<file path="config.mk">
export PLATFORM = sky130hd
export DESIGN_NAME = rom_read_arbiter_flat
export DESIGN_NICKNAME = d
export VERILOG_FILES = /design/src/rtl/rom_read_arbiter_if.sv /design/src/rtl/rom_read_arbiter.sv /design/src/flat_wrapper.sv
export SDC_FILE = /design/constraint.sdc
export NUM_CORES = 1
export LEC_CHECK = 0
export CAP_MARGIN = 20
export CORE_MARGIN = 5
export CORE_UTILIZATION = 33
export CTS_CLUSTER_DIAMETER = 120
export DETAILED_ROUTE_END_ITERATION = 8
export PLACE_DENSITY = 0.81
export SYNTH_ARGS = -nofsm -noshare
export SYNTH_HDL_FRONTEND = slang
export SYNTH_SLANG_ARGS = --single-unit
</file>
<file path="constraint.sdc">
create_clock -name clk -period 2 [get_ports clk]
set_input_delay 0.4 -clock clk [delete_from_list [all_inputs] [get_ports clk]]
set_output_delay 0.4 -clock clk [all_outputs]
set_load 0.05 [all_outputs]
</file>
<file path="src/rtl/rom_read_arbiter_if.sv">
// rom_read_arbiter_if: requester handshake, response and ROM-side signals of the ROM read arbiter
interface rom_read_arbiter_if #(
  parameter int NUM_REQ    = 4,
  parameter int DATA_WIDTH = 16,
  parameter int ADDR_WIDTH = 8
);
  logic [NUM_REQ-1:0]            req_valid;
  logic [NUM_REQ*ADDR_WIDTH-1:0] req_addr;
  logic [NUM_REQ-1:0]            req_ready;
  logic [NUM_REQ-1:0]            rsp_valid;
  logic [DATA_WIDTH-1:0]         rsp_data;
  logic [ADDR_WIDTH-1:0]         rom_addr;
  logic [DATA_WIDTH-1:0]         rom_data;
  modport slave (input req_valid, req_addr, rom_data, output req_ready, rsp_valid, rsp_data, rom_addr);
  modport master (output req_valid, req_addr, rom_data, input req_ready, rsp_valid, rsp_data, rom_addr);
endinterface

</file>
<file path="src/rtl/rom_read_arbiter.sv">
// rom_read_arbiter: shares one single-port ROM among NUM_REQ readers; ROM_ARB_FIXED_PRI_EN selects fixed priority instead of round-robin
module rom_read_arbiter #(
  parameter int    NUM_REQ    = 4,
  parameter int    DATA_WIDTH = 16,
  parameter int    ADDR_WIDTH = 8,
  parameter string OUTPUT_REG = "FALSE"
) (
  input logic              clk,
  input logic              rst,
  rom_read_arbiter_if.slave bus
);
  localparam int ROM_LAT = (OUTPUT_REG == "TRUE") ? 2 : 1;
  localparam int LAT     = 1 + ROM_LAT;
  localparam int IW      = (NUM_REQ > 1) ? $clog2(NUM_REQ) : 1;
  logic [IW-1:0]         win;
  logic                  found;
  logic                  accept;
  logic [ADDR_WIDTH-1:0] rom_addr_q, rom_addr_d;
  logic [LAT-1:0]        vld_q, vld_d;
  logic [IW-1:0]         idx_q [LAT];
  logic [IW-1:0]         idx_d [LAT];
`ifdef ROM_ARB_FIXED_PRI_EN
  // lowest asserted index wins; scanning downward lets the lowest overwrite
  always_comb begin
    win   = '0;
    found = 1'b0;
    for (int j = NUM_REQ - 1; j >= 0; j--)
      if (bus.req_valid[j]) begin
        win   = IW'(j);
        found = 1'b1;
      end
  end
`else
  logic [IW-1:0] ptr_q, ptr_d;
  // search from ptr+1 upward with wrap; scanning farthest-first lets the nearest overwrite
  always_comb begin
    win   = '0;
    found = 1'b0;
    for (int j = NUM_REQ; j >= 1; j--)
      if (bus.req_valid[(int'(ptr_q) + j) % NUM_REQ]) begin
        win   = IW'((int'(ptr_q) + j) % NUM_REQ);
        found = 1'b1;
      end
  end
  assign ptr_d = accept ? win : ptr_q;
  // pointer starts at the last requester so requester 0 wins first
  always_ff @(posedge clk)
    if (rst) ptr_q <= IW'(NUM_REQ - 1);
    else     ptr_q <= ptr_d;
`endif
  assign accept     = found & ~rst;
  assign rom_addr_d = accept ? bus.req_addr[win*ADDR_WIDTH +: ADDR_WIDTH] : rom_addr_q;
  // tag shift register tracks owner of each in-flight read, aligned to ROM latency
  always_comb begin
    vld_d    = {vld_q[LAT-2:0], accept};
    idx_d[0] = win;
    for (int i = 1; i < LAT; i++) idx_d[i] = idx_q[i-1];
  end
  // ROM address register and tag pipeline state
  always_ff @(posedge clk)
    if (rst) begin
      rom_addr_q <= '0;
      vld_q      <= '0;
      idx_q      <= '{default: '0};
    end else begin
      rom_addr_q <= rom_addr_d;
      vld_q      <= vld_d;
      idx_q      <= idx_d;
    end
  assign bus.req_ready = accept ? NUM_REQ'(1) << win : '0;
  assign bus.rsp_valid = vld_q[LAT-1] ? NUM_REQ'(1) << idx_q[LAT-1] : '0;
  assign bus.rsp_data  = (|bus.rsp_valid) ? bus.rom_data : {DATA_WIDTH{1'b0}};
  assign bus.rom_addr  = rom_addr_q;
endmodule
</file>
<file path="src/flat_wrapper.sv">
// flat-port wrapper written by rule: the top's interface ports become plain ports
module rom_read_arbiter_flat 
#(
  parameter int    NUM_REQ    = 4,
  parameter int    DATA_WIDTH = 16,
  parameter int    ADDR_WIDTH = 8,
  parameter string OUTPUT_REG = "     "
)
  (clk, rst, bus_req_valid, bus_req_addr, bus_rom_data, bus_req_ready, bus_rsp_valid, bus_rsp_data, bus_rom_addr);
  rom_read_arbiter_if #(.NUM_REQ(NUM_REQ), .DATA_WIDTH(DATA_WIDTH), .ADDR_WIDTH(ADDR_WIDTH)) bus_i ();
  input logic clk;
  input logic rst;
  input wire logic [$bits(bus_i.req_valid)-1:0] bus_req_valid;
  input wire logic [$bits(bus_i.req_addr)-1:0] bus_req_addr;
  input wire logic [$bits(bus_i.rom_data)-1:0] bus_rom_data;
  output wire logic [$bits(bus_i.req_ready)-1:0] bus_req_ready;
  output wire logic [$bits(bus_i.rsp_valid)-1:0] bus_rsp_valid;
  output wire logic [$bits(bus_i.rsp_data)-1:0] bus_rsp_data;
  output wire logic [$bits(bus_i.rom_addr)-1:0] bus_rom_addr;
  assign bus_i.req_valid = bus_req_valid;
  assign bus_i.req_addr = bus_req_addr;
  assign bus_i.rom_data = bus_rom_data;
  assign bus_req_ready = bus_i.req_ready;
  assign bus_rsp_valid = bus_i.rsp_valid;
  assign bus_rsp_data = bus_i.rsp_data;
  assign bus_rom_addr = bus_i.rom_addr;
  rom_read_arbiter #(.NUM_REQ(NUM_REQ), .DATA_WIDTH(DATA_WIDTH), .ADDR_WIDTH(ADDR_WIDTH), .OUTPUT_REG(OUTPUT_REG)) u_core (.clk(clk), .rst(rst), .bus(bus_i));
endmodule
</file>
==> metrics.md <==
| Metric | Value |
|---|---|
| WL final | `4030 um` |
| R2r worst-path depth | `8` |
| Data required, critical path | `1.60 ns` |
| RSZ-0062 raised after global routing | `true` |
| Worst-case clock buffer depth | `2` |
| Register area | `~320 um^2` |
| # rows | `20` |
| Initial Util | `between 30% and 40%` |
| Least-Margin Pin Slew | `0.518 ns` |
| Failing checks | `negative setup slack` |
| Switching power total | `0.000476 W` |
| Worst-Skew Late Latency | `0.28 ns` |
| Internal power | `0.000814 W` |
| H-Tree Depth | `1` |
| Avg Cell Area, Syn | `roughly 8.6 um^2` |
| P&R area growth vs syn | `123%` |
| Maxcap violations | `0` |
| Router iterations before antenna repair | `4` |
| Arr. time, crit path | `roughly 1.7 ns` |
| Post-DP HPWL | `roughly 3400 um` |
| PD cells | `~540 mW/mm^2` |
| Num Clock Sinks | `16` |
| Vias per Instance | `4.93` |
| Period utilization | `104%` |
| Clock Skews | `0.00925 ns` |
| Mapped Nets | `between 150 and 200` |
| Status | `finished, violations left` |
| Die W | `between 60 and 70 um` |
| Reg2reg end | `u_core.bus.rom_addr[0]$_SDFFE_PP0P_` |
| Worst-path clk slew | `about 0.10 ns` |
| HP Class | `flop to flop` |
| Routed via count | `1342` |
| Worst-path maximum fanout | `4` |
| Clock share of power | `between 15 and 20%` |
| Routed Antenna Nets | `0` |
| Filler cells | `approximately 230` |
| Net Sw Frac | `36.9%` |
| Final net count | `283` |
| Final GP Congestion | `0.814` |
| Critical path endpoint category | `output pin` |
| Crit path kind | `flop to output pin` |
| CP endpoint | `bus_req_ready[3]` |
| FF+latch count, synth | `16` |
| Rel. slew slack | `between 60% and 70%` |
| Min Clock Period, post-route | `2.08 ns` |
| Die ar. | `0.00452 mm^2` |
| DRC | `0` |
| Drt initial violations | `26` |
| Reg power frac | `just under 30%` |
| Synthesized cell area | `0.00108 mm^2` |
| Synth cell types | `30` |
| Layout cell share with drive strength beyond 1 | `approximately 30%` |
| Synthesis Warnings | `0` |
| Crit. Startpoint | `u_core.ptr_q[1]$_SDFFE_PP1P_` |
| Final slew viol count | `0` |
| Reg2Reg Setup Slack | `0.15 ns` |
| GRT Residual Overflow | `0` |
| Pwr Total | `between 0.001 and 0.0015 W` |
| All-Layer GR Usage | `17.2%` |
| I/O pin total | `86` |
| P_leak | `1.00 nW` |
| Hold-fix buffers at CTS | `0` |
| RR Startpoint | `u_core.ptr_q[1]$_SDFFE_PP1P_` |
| Final worst setup slack | `-0.0750 ns` |
| Gate count of the mapped netlist | `126` |
| Startpoint Class | `flop` |
| TritonCTS Buffers | `3` |
| Final Hold Fails | `0` |
| Number of global-route vias before repair | `1364` |
| Maximum vdd drop | `roughly 0.35 mV` |
| Avg WL per Cell | `14.8 um` |
| # diodes | `0` |
| CTS tree | `built` |
| Chip Height | `67.2 um` |
| Initial antenna violation count | `0` |
| Seq/Total Area, Yosys | `29.6%` |
| Setup violations, final | `4` |
| Root buf cell | `clkbuf_4` |
| PortBufs | `85` |
| Area occupied by multi-input gates | `751 um^2` |
| Global-route wire length before repair | `5890 um` |
| Core ar. | `a little over 0.003 mm^2` |
| Combinational share of power | `54.1%` |
| F_max | `482 MHz` |
| Pre-CTS setup slack | `-0.482 ns` |
| Largest net degree at the start of global routing | `21` |
## worst max-delay path: stages (launching register included)
cell and delay [ns]:
dfxtp_2 0.34, buf_6 0.12, buf_6 0.11, mux2i_1 0.10, o22a_1 0.21, o21a_4 0.16, nor3_2 0.18, buf_6 0.18
## stage by stage
stage	instance area (um^2)	hold WS, ns	util (%)	TNS [ns]	std cells
final	2410	0.452	77.7	-0.239	272
after global routing	2410	0.465	77.7	-0.472	272
after CTS	2400	0.456	77.2	-0.316	272
after detailed placement	2290	0.439	73.8	-4.58	263
after global placement	2290	0.417	73.8	-3.14	263
after floorplan	1100	0.414	-	-0.184	126
## cells in the final DEF (no fill, tap or decap), drive strengths merged, types with 4 or more instances in the layout
| cell type | synthesis | routed |
|---|---|---|
| nor3b | 15 | 15 |
| buf | 5 | 46 |
| and2 | 16 | 16 |
| o211ai | 8 | 8 |
| clkdlybuf4s50 | 0 | 56 |
| mux2i | 17 | 17 |
| clkbuf | 4 | 5 |
| dfxtp | 16 | 16 |
| nand2 | 14 | 14 |
| nor2 | 7 | 7 |
| nor2b | 4 | 4 |
## Yosys cell counts
cell | n | area share [%]
buf_4 | 1 | 0.69
or2_2 | 1 | 0.58
nor3_1 | 1 | 0.46
a21boi_1 | 1 | 0.69
nor3b_2 | 2 | 2.3
o22a_1 | 1 | 0.81
o21a_1 | 1 | 0.69
clkbuf_2 | 1 | 0.46
o211ai_1 | 8 | 5.6
nand2_1 | 13 | 4.5
and3b_1 | 1 | 0.81
nand2b_1 | 3 | 1.7
o21ai_1 | 1 | 0.46
nor3b_1 | 13 | 9.0
inv_1 | 2 | 0.69
buf_6 | 3 | 3.1
nor4_2 | 1 | 1.2
o221ai_1 | 1 | 0.81
o21ai_0 | 2 | 0.93
a21oi_1 | 1 | 0.46
nand2_2 | 1 | 0.58
nor2_1 | 7 | 2.4
and2_1 | 16 | 9.3
a311o_2 | 2 | 2.1
clkbuf_1 | 3 | 1.0
dfxtp_1 | 16 | 30
mux2i_1 | 17 | 16
nor2b_1 | 4 | 2.3
and3_1 | 1 | 0.58
buf_1 | 1 | 0.35
## final cells by class
| class | instances | share of cell area [%] |
|---|---|---|
| well taps | 44 | 2.28 |
| inverters | 2 | 0.311 |
| multi-input cells | 99 | 31.1 |
| repair buffers | 107 | 51.4 |
| clock buffers | 4 | 1.50 |
| flip-flops and latches | 16 | 13.3 |
## state kept, by name (all words and copies together), names as in the netlist
signal               count
u_core.bus.rom_addr      8
u_core.ptr_q             2
u_core.vld_q             2
u_core.idx_d             2
u_core.idx_q             2
## cell families (layout without fill, tap and decap cells)
family	count (synthesis)	after routing	synth area share [%]
and+or+nand+nor	64	64	35.8
AOI/OAI and AO/OA	18	18	12.5
buffers and inverters	11	113	6.37
muxes	17	17	15.7
DFF	16	16	29.6
## worst min-delay path by stage
stage,end,from,cells past startpoint
final,u_core.idx_q[1]$_SDFF_PP0_,u_core.idx_d[1]$_SDFF_PP0_,1
after global routing,u_core.vld_q[1]$_SDFF_PP0_,u_core.vld_q[0]$_SDFF_PP0_,1
after CTS,u_core.idx_q[1]$_SDFF_PP0_,u_core.idx_d[1]$_SDFF_PP0_,1
after detailed placement,u_core.vld_q[1]$_SDFF_PP0_,u_core.vld_q[0]$_SDFF_PP0_,1
after global placement,u_core.idx_q[1]$_SDFF_PP0_,u_core.idx_d[1]$_SDFF_PP0_,1
after floorplan,u_core.idx_q[0]$_SDFF_PP0_,u_core.idx_d[0]$_SDFF_PP0_,1
## power by group through the flow
stage               logic (W)  clock network (W)  registers [W]
detailed placement   0.000657                  0       0.000388
global route         0.000730           0.000230       0.000390
floorplan            0.000270                  0       0.000471
global placement     0.000643                  0       0.000387
CTS                  0.000688           0.000214       0.000383
finish               0.000697           0.000210       0.000383
## metal layers
| layer | track usage (%) | routed length [um] |
|---|---|---|
| met1 | 14.9 | 1400 |
| met4 | 3.54 | 51 |
| met3 | 4.99 | 436 |
| met5 | 0 | 0 |
| met2 | 37.3 | 2140 |
## what timing repair did
action                                  4_1_cts  5_1_grt
endpoints found under the setup margin       11        4
pin swaps                                     5        5
gates resized for setup                      20        5
buffers inserted                              5        0
Power figures use the tool's default switching activity.
